$ cat src/rtl/decoder_3_8_pkg.sv
// Shared definitions for the 3-to-8 (parameterisable) one-hot decoder:
// output-width helper plus the polarity and registration mode encodings.
package decoder_3_8_pkg;

    // Output polarity of the decoded lines.
    typedef enum logic {
        POL_ACTIVE_HIGH = 1'b0,
        POL_ACTIVE_LOW  = 1'b1
    } pol_e;

    // Whether the decoded lines pass through a flop stage.
    typedef enum logic {
        OUT_COMB       = 1'b0,
        OUT_REGISTERED = 1'b1
    } out_mode_e;

    localparam int DEF_SEL_W = 3;

    // Number of one-hot lines produced by a SEL_W-bit select code.
    function automatic int out_width(input int sel_w);
        return 1 << sel_w;
    endfunction

endpackage

$ cat src/rtl/decoder_3_8_core.sv
// Combinational one-hot decode: line k is high when the select equals k
// and the enable is set. No polarity handling or registration here.
module decoder_3_8_core
    import decoder_3_8_pkg::*;
#(
    parameter  int SEL_W = DEF_SEL_W,
    localparam int OUT_W = out_width(SEL_W)
) (
    input  logic [SEL_W-1:0] sel_i,
    input  logic             en_i,
    output logic [OUT_W-1:0] dec_o
);

    // One equality compare per output line, gated by the enable.
    for (genvar k = 0; k < OUT_W; k++) begin : g_line
        assign dec_o[k] = en_i & (sel_i == SEL_W'(k));
    end

endmodule

$ cat src/rtl/decoder_3_8.sv
// Binary-to-one-hot decoder with enable, optional active-low outputs and
// an optional output register with synchronous active-high reset.
module decoder_3_8
    import decoder_3_8_pkg::*;
#(
    parameter  int SEL_W      = DEF_SEL_W,
    parameter  int OUT_REG    = 1,
    parameter  int ACTIVE_LOW = 0,
    localparam int OUT_W      = out_width(SEL_W)
) (
    input  logic             clk,
    input  logic             rst,
    input  logic [SEL_W-1:0] IN,
    input  logic             EN,
    output logic [OUT_W-1:0] OUT
);

    localparam pol_e      POL  = (ACTIVE_LOW != 0) ? POL_ACTIVE_LOW : POL_ACTIVE_HIGH;
    localparam out_mode_e MODE = (OUT_REG != 0) ? OUT_REGISTERED : OUT_COMB;

    // XOR mask for polarity; it is also the "all deasserted" pattern since
    // the decoded vector is all-zero when nothing is selected.
    localparam logic [OUT_W-1:0] POL_MASK = (POL == POL_ACTIVE_LOW) ? {OUT_W{1'b1}} : '0;

    logic [OUT_W-1:0] dec;
    logic [OUT_W-1:0] out_d;

    decoder_3_8_core #(
        .SEL_W (SEL_W)
    ) u_core (
        .sel_i (IN),
        .en_i  (EN),
        .dec_o (dec)
    );

    assign out_d = dec ^ POL_MASK;

    if (MODE == OUT_REGISTERED) begin : g_reg
        logic [OUT_W-1:0] out_q;

        // Capture IN/EN together each edge; reset wins over any decode.
        always_ff @(posedge clk) begin
            if (rst) out_q <= POL_MASK;
            else     out_q <= out_d;
        end

        assign OUT = out_q;
    end else begin : g_comb
        // Glue-path build: clock and reset have no effect.
        logic unused_clk_rst;
        assign unused_clk_rst = clk ^ rst;
        assign OUT = out_d;
    end

    // One line set exactly when enabled, none otherwise.
    a_onehot : assert property (@(posedge clk) disable iff (rst)
        $countones(dec) == int'(EN));

endmodule

$ cat config.mk
export PLATFORM = sky130hd
export DESIGN_NAME = decoder_3_8
export DESIGN_NICKNAME = d
export VERILOG_FILES = /design/src/rtl/decoder_3_8_pkg.sv /design/src/rtl/decoder_3_8_core.sv /design/src/rtl/decoder_3_8.sv
export SDC_FILE = /design/constraint.sdc
export NUM_CORES = 1
export LEC_CHECK = 0
export CAP_MARGIN = 20
export CORE_AREA = 2 2 39 41
export DETAILED_ROUTE_END_ITERATION = 16
export DIE_AREA = 0 0 41 43
export GPL_ROUTABILITY_DRIVEN = 0
export PLACE_DENSITY = 0.43
export SETUP_SLACK_MARGIN = 0.4
export SLEW_MARGIN = 20
export SYNTH_ARGS = -nofsm -noshare
export SYNTH_HDL_FRONTEND = slang
export SYNTH_SLANG_ARGS = --single-unit
$ cat constraint.sdc
create_clock -name clk -period 0.88 [get_ports clk]
set_clock_uncertainty 0.1 [all_clocks]
set_input_delay 0.176 -clock clk [delete_from_list [all_inputs] [get_ports clk]]
set_output_delay 0.176 -clock clk [all_outputs]
set_load 0.05 [all_outputs]
After elaboration in Yosys (flattened, before gate mapping)
Cells that the tools add are included.
Storage, ports and cells
  flip-flop bits (word level): 8
  input bits: 6
  logic and storage cells: 17
  output and inout bits: 8
Cells by class
  reduce and logical (&&, ||, !) cells: 1
  bitwise logic cells: 8
  equal/unequal tests: 7
Operators by type and width (count)
  $eq A3 B3 Y1 const B: 4
  $and A1 B1 Y1: 8
  $eq A3 B2 Y1 const B: 2
  $eq A3 B1 Y1 const B: 1
  $logic_not A3 Y1: 1

Depth between registers and ports, before layout
Gate-level depths: netlist of the first run.
  depth after elaboration: 2
  gate-level depth with buffers: 2
  mapped depth without buffers: 2

By module
A second synthesis of the first run with hierarchy kept.
Second synthesis, totals
  cells, all modules: 24
  area, all modules: 306.5 sq um
By module, submodules not included
  decoder_3_8: area an instance 210.2 sq um, times used 1, seq. area each 160.2 sq um, cells each 16
  decoder_3_8_core: area an instance 96.3 sq um, times used 1, seq. area each 0.0 sq um, cells each 8

Least setup slack after synthesis of the first run
No wires, ideal clock.
  path kind: register to output
  from: register g_reg.out_q[0], in the netlist OUT[0]
  to: output port OUT[0]
  path buffers: 0
  data required time: 0.604 ns
  arrival time: 0.587 ns
  stages on the path, launching flop included: 1
  path slack: 0.017 ns
  cell sequence: dfxtp_1
RTL lines
  start: declaration: line decoder_3_8.sv:39  | logic [OUT_W-1:0] out_q;
  start signal: assignment: line decoder_3_8.sv:44  | else out_q <= out_d;
  end: declaration: line decoder_3_8.sv:15  | output logic [OUT_W-1:0] OUT
No word-level cell between the ends.

Worst setup path after layout of the first run
  from: register g_reg.out_q[4], in the netlist OUT[4]
  to: output port OUT[4]
No word-level cell between the ends.

==> reports/results.ini, run 1 <==
[setup_path]
critPathBufInv = 1
critPathKind = reg -> out
worst_setup_path_start_kind = flop
crit_family = flip-flops
critPathMaxStageDelay_ps = 340
endpoint_kind = primary output
worstPathMaxFanout = 1
worstPathRequired_ps = 600
critical_path.slowest_cell = dfxtp_4
path_depth = 1
path_cells = buf_12
cp-startpoint = OUT[4]
crit_arrival_ps = 740

[pwr]
ir_drop_uv = 559
power_uw = 811
p_leak_nw = 0.243
power_density_nw_per_um2 = 1310

[floorplanning]
die_h_microns = 43
io-pin-count = 14
rows = 14
start_util_pct = 16.6
die_w_microns = 41
core_area_sq_um = 1380
fp.dieArea_sq_um = 1760

[detailed_routing]
wire_per_inst_microns = 9.75
routed_wl_microns = 575
first_iter_violations = 0
route.detailed.drc = 0
ant_nets = 0
vias = 241
dr.pass1.iters = 1
vias_per_cell = 4.08

[clock_tree]
cts_buffers = 3
cts_tree = built
cts_buffer_depth = 2
htree_levels = 1
cts_hold_buf = 0
path_clk_slew_ps = 60
clkSinkCount = 8
cts_root_buf = clkbuf_4

[hold_path]
whs_endpoint = OUT[0]
hold_path.startpoint = IN[1]
hold_class = in -> reg
hold_depth = 3

[outcome]
violations = negative setup slack
outcome = complete, but fails checks

[global_route]
grt_first_pass_wirelength_microns = 952
grt_max_degree = 6
grt_overflow = 0
grtUsageTotal_pct = 9.60
antenna_found_initial = 0
grt_pass1_vias = 234

[yosys]
synth_cell_type_count = 7
syn-instance-count = 21
syn_avg_cell_area_sq_um = 11.0
synth_area_sq_um = 230
yosysSeqAreaShare_pct = 69.6
synth_nets = 27
ys_seq_elements = 8
yosys_warnings = 0

[timing]
slew-limit-headroom_pct = 87.4
finalSetupViolCount = 8
worstMarginPinSlew_ps = 187
max_freq_ghz = 0.987
grt_setup_unrepaired = yes
fin_crit_sh_pct = 115
maxSlewViolCount = 0
timing_hold_violations_final = 0
min_period_ps = 1010
holdWs_ps = 81.0
timing.final.ws_setup_ps = -133

[layout]
nets = 50
largest_reg_flops = 8
finalNonFillerCells = 59
drive_gt1_share_pct = 86.0
diodes = 0
synthToLayoutAreaGrowth_pct = 168

[placement]
pre_cts_slack_ps = -433
io_buffers = 13
dp_cells = 53

[flow_run]
cap_violations = 0

==> per-stage QoR <==
| step | area (sq um) | TNS [ps] | util (%) |
|---|---|---|---|
| 2_1_floorplan | 255 | 0 | - |
| 3_3_place_gp | 508 | -2880 | 36.7 |
| 3_5_place_dp | 508 | -3010 | 36.7 |
| 4_1_cts | 569 | -1020 | 41.1 |
| 5_1_grt | 618 | -1130 | 44.7 |
| 6_report | 618 | -953 | 44.7 |
==> synthesized netlist by cell type <==
cell type  n  area [sq um]
nand2_1    1          3.75
nand3b_1   1          7.51
nor4_1     2          12.5
nor2_1     6          22.5
nand2b_1   1          6.26
or3b_1     2          17.5
dfxtp_1    8           160
==> where the power goes <==
| part | internal [mW] | total [mW] | switching, mW |
|---|---|---|---|
| sequential | 0.362 | 0.367 | 0.00468 |
| combinational | 0.0832 | 0.147 | 0.0633 |
| clock | 0.173 | 0.298 | 0.125 |
==> layout by cell type, fill, tap and decap left out <==
master,n
buf_12,8
buf_2,1
buf_4,1
buf_6,5
buf_8,3
clkbuf_1,1
clkbuf_4,3
dfxtp_2,5
dfxtp_4,3
nand2_2,1
nand2b_4,1
nand3b_1,1
nor2_1,4
nor2_2,2
nor4_4,2
or3b_4,2
==> how the worst max path moves through the flow <==
stage / end
after CTS: OUT[4]
after detailed placement: OUT[6]
after global placement: OUT[2]
final: OUT[4]
after global routing: OUT[7]
after floorplan: OUT[1]
==> cell families after synthesis <==
kind of cell     count (synthesis)  synth area share (%)
and+or+nand+nor                 13                  30.4
DFF                              8                  69.6
==> final cells by class <==
| cell class | instances | area, sq um |
|---|---|---|
| clock buffer | 4 | 26.3 |
| multi-input combinational | 13 | 120 |
| sequential | 8 | 178 |
| tap | 16 | 20.0 |
| fill | 136 | 766 |
| timing repair buffer | 18 | 274 |
==> metal layers <==
| metal | part of all wire, % | vias to the layer above | GRT usage, % |
|---|---|---|---|
| li1 | - | 113 | - |
| met1 | 32 | 111 | 8.85 |
| met2 | 53 | 13 | 11.9 |
| met3 | 7.3 | 4 | 3.14 |
| met4 | 7.3 | 0 | 16.0 |
| met5 | 0 | - | 0 |
==> repair_timing <==
action,CTS,global route
pin swaps,8,8
endpoints found under the setup margin,16,16
setup buffers,2,0
cloned,0,0
resized for setup,29,11
No activity file was read; power rests on OpenSTA's default activity.
==> run 2: changes to the inputs <==
Settings changed: PLACE_DENSITY 0.43 to 0.5, SYNTH_HIERARCHICAL set to 1.
==> run 2 against run 1 <==
The flow still finishes with violations (negative setup slack). Critical path depth is the same. Non-clock buffer count shrank 5. Synthesized cell count grew 14%. Core utilization grew 1.3 points. First-iteration DRC count is the same. Sequential share of layout area grew 1.2 points. Critical path type unchanged. Critical endpoint is now OUT[6].
==> reports/results.ini, run 2 <==
[outcome]
outcome = complete, but fails checks  ; unchanged
violations = negative setup slack  ; unchanged

[setup_path]
endpoint_kind = primary output  ; unchanged
worstPathRequired_ps = 600  ; about the same
worst_setup_path_start_kind = flop  ; unchanged
cp-startpoint = OUT[6]  ; was OUT[4]
worstSetupEndpoint = OUT[6]  ; was OUT[4]
path_cells = buf_12  ; unchanged
critical_path.slowest_cell = dfxtp_4  ; unchanged
critPathKind = reg -> out  ; unchanged
worstPathMaxFanout = 1  ; unchanged
critPathBufInv = 1  ; unchanged
path_depth = 1  ; unchanged
crit_arrival_ps = 730  ; was 740 ps
crit_family = flip-flops  ; unchanged
critPathMaxStageDelay_ps = 340  ; about the same

[hold_path]
hold_class = in -> reg  ; unchanged

[layout]
layout_common_cells = dfxtp_4, buf_12, nor2b_4, nor2b_1, buf_8  ; was buf_12, dfxtp_2, buf_6, nor2_1
largest_reg_flops = 8  ; unchanged
diodes = 0  ; unchanged
drive_gt1_share_pct = 90.0  ; was 86.0%
final_util_pct = 45.9  ; was 44.7%
nets = 48  ; was 50
synthToLayoutAreaGrowth_pct = 107  ; was 168%
fillers = 129  ; was 136

[clock_tree]
htree_levels = 1  ; unchanged
cts_tree = built  ; unchanged
cts_buffer_depth = 2  ; unchanged
cts_setup_buffers = 0  ; was 2
path_clk_slew_ps = 50  ; was 60 ps
cts_buffers = 3  ; unchanged
cts_root_buf = clkbuf_4  ; unchanged
clkSinkCount = 8  ; unchanged

[floorplanning]
start_util_pct = 22.2  ; was 16.6%
fp.dieArea_sq_um = 1760  ; unchanged
io-pin-count = 14  ; unchanged
core_area_sq_um = 1380  ; unchanged
rows = 14  ; unchanged
die_w_microns = 41  ; unchanged
die_h_microns = 43  ; unchanged

[yosys]
syn-instance-count = 24  ; was 21
synth_edf_count = 0  ; unchanged
synth_nets = 30  ; was 27
synth_cell_type_count = 6  ; was 7
synth_top_area_share_pct = 52.2  ; was 69.6%
synth-async-reset-ratio_pct = 0  ; unchanged
synth_area_sq_um = 307  ; was 230 sq um
ys_seq_elements = 8  ; unchanged
syn_avg_cell_area_sq_um = 12.8  ; was 11.0 sq um
synth.area.top_cells = dfxtp_1, nor2b_1, and4bb_2, and4b_2, nor4b_2  ; was dfxtp_1, nor2_1, or3b_1, nor4_1, nand3b_1
synth_largest_area_cell = dfxtp_1  ; unchanged
ys_top_cells_by_count = dfxtp_1, nor2b_1, and4b_2, and4bb_2  ; was dfxtp_1, nor2_1, nor4_1, or3b_1
yosys_warnings = 6  ; was 0
yosysSeqAreaShare_pct = 52.2  ; was 69.6%
synth_ff_type = dfxtp_1  ; unchanged

[global_route]
grt_max_degree = 9  ; was 6
antenna_found_initial = 0  ; unchanged
grtUsageTotal_pct = 8.27  ; was 9.60%
grt_pass1_vias = 245  ; was 234
grt_overflow = 0  ; unchanged
grt_first_pass_wirelength_microns = 938  ; was 952 microns

[pwr]
p_leak_nw = 0.239  ; was 0.243 nW
power_density_nw_per_um2 = 1160  ; was 1310 nW/um^2
ir_drop_uv = 420  ; was 559 uV

[timing]
timing.final.ws_setup_ps = -121  ; was -133 ps
maxSlewViolCount = 0  ; unchanged
holdWs_ps = 115  ; was 81.0 ps
timing_hold_violations_final = 0  ; unchanged
grt_setup_unrepaired = yes  ; unchanged
worstMarginPinSlew_ps = 282  ; was 187 ps
finalSetupViolCount = 8  ; unchanged
max_freq_ghz = 0.999  ; was 0.987 GHz
fin_crit_sh_pct = 114  ; was 115%
slew-limit-headroom_pct = 81.2  ; was 87.4%
min_period_ps = 1000  ; was 1010 ps

[detailed_routing]
dr.pass1.iters = 1  ; unchanged
ant_nets = 0  ; unchanged
vias_per_cell = 4.32  ; was 4.08
vias = 242  ; was 241
first_iter_violations = 0  ; unchanged
routed_wl_microns = 580  ; was 575 microns
wire_per_inst_microns = 10.4  ; was 9.75 microns
route.detailed.drc = 0  ; unchanged

[placement]
pre_cts_slack_ps = -506  ; was -433 ps
io_buffers = 13  ; unchanged
place_hpwl_microns = 434

[flow_run]
cap_violations = 0  ; unchanged

-- run 2: power by group --
group          internal [mW]  leakage, nW  switching (mW)  total, mW
Sequential             0.349       0.0710         0.00466      0.354
Combinational         0.0696        0.155          0.0536      0.123
Clock                  0.155       0.0138           0.108      0.263
-- run 2: layer usage --
layer	vias up	routed length (microns)	global-route usage [%]
li1	120	-	-
met1	111	186	7.49
met2	9	346	12.8
met3	2	33	1.57
met4	0	14	10.0
met5	-	0	0
-- run 2: kinds of logic (layout without fill, tap and decap cells) --
group	Yosys count	in the layout	share of synthesized area, %
AND/OR/NAND/NOR	16	16	47.8
flip-flops	8	8	52.2
buffers and inverters	0	16	0
-- run 2: layout make-up --
class | count | area (sq um) | share of cell area [%]
clock buffers | 3 | 22.5 | 3.54
multi-input cells | 16 | 178 | 28.0
flip-flops and latches | 8 | 190 | 29.9
well taps | 16 | 20.0 | 3.15
repair buffers | 13 | 225 | 35.4
-- run 2: metrics by stage --
stage | cell area (sq um) | TNS (ps) | power [mW] | std cells
finish | 636 | -947 | 0.740 | 56
global route | 636 | -1170 | 0.790 | 56
CTS | 611 | -1010 | 0.741 | 56
detailed placement | 568 | -3870 | 0.468 | 53
global placement | 568 | -3600 | 0.465 | 53
floorplan | 338 | 0 | 0.399 | 24
-- run 2: worst min path at each step --
stage | end | cells past startpoint | slack [ps] | from
2_1_floorplan | OUT[0] | 1 | 140 | rst
3_3_place_gp | OUT[7] | 1 | 530 | OUT[7]
3_5_place_dp | OUT[5] | 1 | 530 | OUT[5]
4_1_cts | OUT[0] | 3 | 110 | IN[1]
5_1_grt | OUT[0] | 3 | 110 | IN[1]
6_report | OUT[0] | 3 | 120 | IN[2]
-- run 2: what timing repair did --
item | CTS | global route
resized for setup | 30 | 9
cloned | 0 | 0
hold buffers | 0 | 0
setup endpoints to repair | 16 | 16
pin swaps | 6 | 5
